==> src/rtl/imem_arbiter.sv <==
// imem_arbiter: shares one single-port instruction/data memory among three requesters.
// The priority order is loader first, then fetch and data reads in round-robin order.
// At most one access is in flight at a time. Every output is a register.
//
// Handshake: a requester raises *_req and holds it. The arbiter samples requests only
// while IDLE. It captures the winner's address (and write data) on that same edge and
// later answers with a one-cycle *_done pulse. The requester must drop *_req no later
// than the cycle after *_done. Dropping it earlier does not cancel the access.
`timescale 1ns/1ps

module imem_arbiter #(
    parameter int unsigned LAT = 1   // mem_en -> mem_rdata latency, 1..4
) (
    input  logic        clk,
    input  logic        rst,
    input  logic        f_req,
    input  logic [31:0] f_addr,
    input  logic        f_kill,
    output logic        f_done,
    output logic [31:0] f_data,
    input  logic        d_req,
    input  logic [31:0] d_addr,
    output logic        d_done,
    output logic [31:0] d_data,
    input  logic        l_req,
    input  logic [31:0] l_addr,
    input  logic [31:0] l_wdata,
    output logic        l_done,
    output logic        mem_en,
    output logic        mem_we,
    output logic [31:0] mem_addr,
    output logic [31:0] mem_wdata,
    input  logic [31:0] mem_rdata,
    output logic        busy
);

    typedef enum logic [1:0] {IDLE, ISSUE, WAIT, DONE} state_t;
    typedef enum logic [1:0] {GNT_F, GNT_D, GNT_L} gnt_t;

    // WAIT counts 0..LAT-1; the edge ending the cycle at LAT-1 captures mem_rdata.
    localparam logic [1:0] LAST_WAIT = 2'(LAT - 1);

    state_t      state_q;
    gnt_t        gnt_q, gnt_d;
    logic        rr_q, rr_d;       // 0: fetch wins the next f/d tie, 1: data wins
    logic        kill_q;           // fetch in flight was redirected
    logic [1:0]  wait_cnt_q;
    logic        any_req;
    logic        mem_en_q, mem_we_q, busy_q;
    logic        f_done_q, d_done_q, l_done_q;
    logic [31:0] mem_addr_q, mem_wdata_q, f_data_q, d_data_q;

    assign any_req = l_req | f_req | d_req;

    // Pick the winner among the current requests. Only a contended f/d tie flips rr.
    always_comb begin
        gnt_d = GNT_D;
        rr_d  = rr_q;
        if (l_req) begin
            gnt_d = GNT_L;
        end else if (f_req && d_req) begin
            gnt_d = rr_q ? GNT_D : GNT_F;
            rr_d  = ~rr_q;
        end else if (f_req) begin
            gnt_d = GNT_F;
        end else begin
            gnt_d = GNT_D;
        end
    end

    // Transaction FSM. It also drives every registered output and the data capture.
    always_ff @(posedge clk or posedge rst) begin
        if (rst) begin
            state_q     <= IDLE;
            gnt_q       <= GNT_F;
            rr_q        <= 1'b0;
            kill_q      <= 1'b0;
            wait_cnt_q  <= '0;
            mem_en_q    <= 1'b0;
            mem_we_q    <= 1'b0;
            busy_q      <= 1'b0;
            f_done_q    <= 1'b0;
            d_done_q    <= 1'b0;
            l_done_q    <= 1'b0;
            mem_addr_q  <= '0;
            mem_wdata_q <= '0;
            f_data_q    <= '0;
            d_data_q    <= '0;
        end else begin
            mem_en_q <= 1'b0;
            mem_we_q <= 1'b0;
            f_done_q <= 1'b0;
            d_done_q <= 1'b0;
            l_done_q <= 1'b0;
            case (state_q)
                IDLE: begin
                    if (any_req) begin
                        state_q    <= ISSUE;
                        busy_q     <= 1'b1;
                        mem_en_q   <= 1'b1;
                        mem_we_q   <= (gnt_d == GNT_L);
                        gnt_q      <= gnt_d;
                        rr_q       <= rr_d;
                        kill_q     <= 1'b0;
                        wait_cnt_q <= '0;
                        case (gnt_d)
                            GNT_L: begin
                                mem_addr_q  <= l_addr;
                                mem_wdata_q <= l_wdata;
                            end
                            GNT_F:   mem_addr_q <= f_addr;
                            default: mem_addr_q <= d_addr;
                        endcase
                    end
                end
                ISSUE: begin
                    if (gnt_q == GNT_L) begin
                        state_q  <= DONE;
                        l_done_q <= 1'b1;
                    end else begin
                        state_q <= WAIT;
                        if (gnt_q == GNT_F && f_kill) kill_q <= 1'b1;
                    end
                end
                WAIT: begin
                    if (wait_cnt_q == LAST_WAIT) begin
                        state_q <= DONE;
                        if (gnt_q == GNT_F) begin
                            // A redirect anywhere in the window (this cycle included) drops the word.
                            if (!kill_q && !f_kill) begin
                                f_data_q <= mem_rdata;
                                f_done_q <= 1'b1;
                            end
                        end else begin
                            d_data_q <= mem_rdata;
                            d_done_q <= 1'b1;
                        end
                    end else begin
                        wait_cnt_q <= wait_cnt_q + 2'd1;
                        if (gnt_q == GNT_F && f_kill) kill_q <= 1'b1;
                    end
                end
                DONE: begin
                    state_q <= IDLE;
                    busy_q  <= 1'b0;
                end
                default: begin
                    state_q <= IDLE;
                    busy_q  <= 1'b0;
                end
            endcase
        end
    end

    assign f_done    = f_done_q;
    assign f_data    = f_data_q;
    assign d_done    = d_done_q;
    assign d_data    = d_data_q;
    assign l_done    = l_done_q;
    assign mem_en    = mem_en_q;
    assign mem_we    = mem_we_q;
    assign mem_addr  = mem_addr_q;
    assign mem_wdata = mem_wdata_q;
    assign busy      = busy_q;

endmodule
==> config.mk <==
export PLATFORM = sky130hd
export DESIGN_NAME = imem_arbiter
export DESIGN_NICKNAME = d
export VERILOG_FILES = /design/src/rtl/imem_arbiter.sv
export SDC_FILE = /design/constraint.sdc
export NUM_CORES = 1
export LEC_CHECK = 0
export CAP_MARGIN = 20
export CORE_MARGIN = 5
export CORE_UTILIZATION = 44
export CTS_BUF_LIST = sky130_fd_sc_hd__clkbuf_16
export CTS_CLUSTER_SIZE = 30
export DETAILED_ROUTE_END_ITERATION = 12
export PLACE_DENSITY = 0.93
export SLEW_MARGIN = 10
export SYNTH_ARGS = -nofsm -noshare
export SYNTH_HDL_FRONTEND = slang
export SYNTH_SLANG_ARGS = --single-unit
==> constraint.sdc <==
create_clock -name clk -period 12.6 [get_ports clk]
set_input_delay 2.52 -clock clk [delete_from_list [all_inputs] [get_ports clk]]
set_output_delay 2.52 -clock clk [all_outputs]
set_load 0.02 [all_outputs]
Word level (Yosys, flattened, before mapping)
Index checks and enable logic that the tools add are counted.
- register bits after elaboration: 142
- bits in latches: 0
- bits in writable memories: 0
- ROM bits: 0
- word-level logic and storage cells: 83
- memories: 0
- $add $sub $neg: 1
- multiply operators: 0
- div/mod/pow operators: 0
- $lt $le $gt $ge: 0
- eq/ne operators: 9
- shift-type cells: 0
- muxes and demuxes: 32
- bitwise gates (word level): 5
- reduce and logical (&&, ||, !) cells: 21
- operator list (operator ; number):
    32-bit case mux with 2 select lines ; 1
    1-bit 2-to-1 mux ; 22
    4-bit AND reduction ; 3
    2-bit 2-to-1 mux ; 5
    3-bit AND reduction ; 3
    2-bit == test (second input constant) ; 4
    2-bit logical NOT ; 4
    2-bit inequality test (second input constant) ; 4
    2-bit case mux with 4 select lines ; 1
    2-bit AND reduction ; 3
    2-bit case mux with 2 select lines ; 1
    2-bit nonzero test ; 2
    1-bit logical AND ; 3
    1-bit inverter ; 3
    1-bit case mux with 3 select lines ; 1
    3-bit nonzero test ; 1
    2-bit by 1-bit adder with 2-bit output (second input constant) ; 1
    2-bit by 1-bit == test with 1-bit output (second input constant) ; 1
    1-bit logical NOT ; 2
    1-bit OR ; 2
    1-bit case mux with 2 select lines ; 1

Depth between registers and ports, before layout
- depth in word-level cells: 6
- depth in mapped cells: 8
- mapped depth without buffers: 6

Least setup slack after synthesis
No wires, ideal clock.
- path type: input-to-reg
- start point: input port l_req
- end point: register kill_q
- library setup time: 132 ps
- arrival time: 3419 ps
- data required time: 12468 ps
- path slack: 9048 ps
- stages on the path: 4
- buffers on the path: 1
- cells stage by stage: buf_6 > or4b_4 > a41oi_2 > a31oi_1
- word-level cells in the longest chain between the ends: 4
- RTL lines (what ; line ; text):
    from (decl) ; 25 ; input logic l_req,
    1-bit OR (2 in series) ; 53 ; assign any_req = l_req | f_req | d_req;
    2-bit inequality test (no source line) ; n/a ;
    4-bit AND reduction (no source line) ; n/a ;
    to (signal assigned) ; 77 ; kill_q <= 1'b0;
    to (signal assigned) ; 104 ; kill_q <= 1'b0;
    to (signal assigned) ; 122 ; if (gnt_q == GNT_F && f_kill) kill_q <= 1'b1;
    to (decl) ; 46 ; logic kill_q;
No other way between the ends.
A chain may end at the register's enable or synchronous reset.

Final worst setup path
- start point: input port l_req
- end point: register mem_addr_q[27], in the netlist mem_addr[27]
- word-level cells in the longest chain between the ends: 3
- RTL lines (what ; line ; text):
    2-bit 2-to-1 mux or 1-bit OR (tied branches) ; 59, 53 ;
    2-bit == test (tied with other cells) ; 106 ; case (gnt_d)
    32-bit case mux with 2 select lines or 2-bit AND reduction (tied branches) ; n/a ;
    to (signal assigned) ; 108 ; mem_addr_q <= l_addr;
    to (signal assigned) ; 111 ; GNT_F: mem_addr_q <= f_addr;
    to (signal assigned) ; 112 ; default: mem_addr_q <= d_addr;
    to (decl) ; 51 ; logic [31:0] mem_addr_q, mem_wdata_q, f_data_q, d_data_q;
Several ways; a longest one is shown, not always the timed one.

==> flow_summary.toml <==
[synthesis]
synth_compound_area_share_pct = 12.7
syn_nets = 632
synth_top_family_by_area = "multiplexers"
async_flop_share_pct = 100
yosysWarnings = 0
synth_area_leaders = "dfrtp_1 (59%), mux2_2 (18%), o32ai_1 (3.9%)"
synth_area_mm2 = 0.00607
synth_area_leader_cell = "dfrtp_1"
synth_flop_cell = "dfrtp_1"
synthSimpleGateAreaFrac_pct = 4.80
synth_xor_area_share_pct = 0.144
ys_seq_area_share_pct = 58.5
ys_ff_latch = 142
synth-edff-count = 0
synth_cell_type_count = 37
synth_cells = 460
synth.top_cell.area_share_pct = 58.5
muxShareOfSynthArea_pct = 18.8
synth-adder-area-share_pct = 1.24
synth.avg_cell_area_um2 = 13.2

[die]
dieArea_mm2 = 0.0162
num_rows = 43
ios = 300
start_util_pct = 44.2
core_mm2 = 0.0137
die_w_um = 127
die_h_um = 127

[hold_path]
hold_path.startpoint = "mem_addr[20]$_DFFE_PP0P_"
hp-class = "flip-flop to flip-flop"

[sta]
rsz0062_at_grt = "false"
setup_viol = 0
worst_slew_pin_slew_ns = 1.03
finalMaxSlewViolations = 0
post-route-period-util_pct = 34.4
slew_headroom_pct = 31.1
hold_violations = 0
max_freq_mhz = 231
finalClockSkew_ns = 0.00736
fin_setup_tns_ns = 0
period_minus_slack_ns = 4.33

[cts]
cts_buffers = 17
cts_setup_buffers = 0
clock_latency_ns = 0.40
ctsHoldBuffers = 0
cts_tree = "done"
clockRootBuffer = "clkbuf_16"
clockBufferDepth = 2
cts-resized-gates = 0
clock-sinks = 142
path_clk_slew_ns = 0.06
h-tree-depth = 4

[grt]
grt_pass1_vias = 5382
antenna_found_initial = 0
grtUsageTotal_pct = 22.1
grt_pass1_wl_um = 28400
grt_max_degree = 85
grt-ovfl-total = 0

[placement]
gp_congestion = 0.839
port_buffers = 299
dp_hpwl_um = 13700
dpl.cell_count = 908

[worst_setup_path]
crit_chain = "clkdlybuf4s50_1, buf_4, o31ai_4, buf_4, inv_2, nand2_1, o21ai_0"
critical_path_class = "input pin to flip-flop"
end_kind = "flip-flop"
cp.arrival_ns = 4.65
cp_slowest_cell = "clkdlybuf4s50_1"
r2r_start = "state_q[0]$_DFFE_PP0P_"
path_buf_inv = 4
worstPathMaxFanout = 39
cp.required_ns = 12.92
crit_family = "buffers and inverters"
crit_path_start = "l_req"
critPathMaxStageDelay_ns = 0.46
cp_common_cell = "buf_4"
worstSetupStartpointType = "input pin"

[drt]
wl_um = 18300
drt_iter0_drc = 260
vias = 4965
wl_per_cell_um = 19.4
ant_nets = 0
vias_per_cell = 5.26
first_pass_iters = 5
drc = 0

[power_and_ir_drop]
p_per_area_mw_per_mm2 = 264
leakagePower_uw = 0.00410
vdd_drop_max_mv = 0.158

[layout]
layout_common_cells = "clkdlybuf4s50_1 (299), dfrtp_1 (142), mux2_2 (97), nand2_1 (33)"
nets = 923
finish.utilization_pct = 71.6
fillCellCount = 897
syn_to_final_growth_pct = 61.8
drive_above_1_share_pct = 19.1
antenna_cells = 0
final_common_cell = "clkdlybuf4s50_1"
fin_cells = 944

[flow_run]
maxCapViolations = 0

[run_status]
status = "completed"
==> final cells by class <==
class | count | area, um^2 | share of cell area (%)
Clock buffer | 17 | 425 | 4.33
Clock inverter | 15 | 171 | 1.74
Inverter | 11 | 46.3 | 0.471
Multi-Input combinational cell | 273 | 2300 | 23.4
Sequential cell | 142 | 3550 | 36.2
Tap cell | 180 | 225 | 2.29
Timing Repair Buffer | 306 | 3110 | 31.6
==> layer usage <==
metal  vias up  track usage, %  wire length, um
met5         -               0                0
met2       245            38.7             9560
met3        26            7.11             1660
li1       2283               -                -
met1      2411            25.3             6810
met4         0            8.39              324
==> power breakdown <==
part           internal [uW]  switching (uW)
registers                686             133
clock network            310             188
logic                    649             623
==> flip-flops by register name, summed over array words and instances (netlist names) <==
name,count
d_data,32
gnt_q,2
wait_cnt_q,2
kill_q,1
mem_en,1
mem_wdata,32
f_data,32
state_q,2
mem_addr,32
d_done,1
busy,1
rr_q,1
mem_we,1
f_done,1
l_done,1
==> path summary, 6_finish.rpt <==
check                                                end  slack (ns)  cells past startpoint
worst max register to register  mem_addr[27]$_DFFE_PP0P_       10.21                      7
worst min-delay path            mem_addr[20]$_DFFE_PP0P_        0.49                      2
worst min register to register  mem_addr[20]$_DFFE_PP0P_        0.49                      2
max in group asynchronous          d_data[4]$_DFFE_PP0P_        8.98                      4
worst max-delay path            mem_addr[27]$_DFFE_PP0P_        8.27                      7
min in group asynchronous       mem_wdata[8]$_DFFE_PP0P_        2.57                      2
==> synth_stat cells, types with 2 or more instances <==
library cell and n:
mux2_2 97, o21ai_1 24, o32ai_1 27, nor2_1 7
dfrtp_1 142, and3_1 5, inv_1 10, mux2i_1 5
o21ai_0 12, nand2b_1 2, o31ai_1 27, a21oi_1 8
a22o_1 3, ha_1 6, nand2_1 33, clkbuf_1 7
buf_6 4, buf_2 22
==> worst reg2reg max path, stage by stage (launching register included) <==
cell	delay, ns
dfrtp_1	0.41
inv_1	0.14
ha_1	0.47
o31ai_4	0.13
buf_4	0.27
inv_2	0.43
nand2_1	0.23
o21ai_0	0.23
==> per-stage QoR <==
| stage | hold slack, ns | instance area [um^2] | total power, uW | setup slack [ns] |
|---|---|---|---|---|
| after floorplan | 0.496 | 6070 | 1470 | 6.27 |
| after global placement | 0.468 | 9140 | 2040 | 7.94 |
| after detailed placement | 0.482 | 9140 | 2090 | 7.85 |
| after CTS | 0.495 | 9730 | 2600 | 8.26 |
| after global routing | 0.521 | 9820 | 2720 | 8.12 |
| final | 0.488 | 9820 | 2590 | 8.27 |
==> cells by family (layout without fill, tap and decap cells) <==
logic type,count (synthesis),in the layout
xor gates and xnor gates,1,1
adders and majority gates,6,6
muxes,102,102
AOI/OAI and AO/OA,107,107
and+or+nand+nor,57,57
buffers and inverters,45,349
DFF,142,142
No activity file was read; power rests on OpenSTA's default activity.
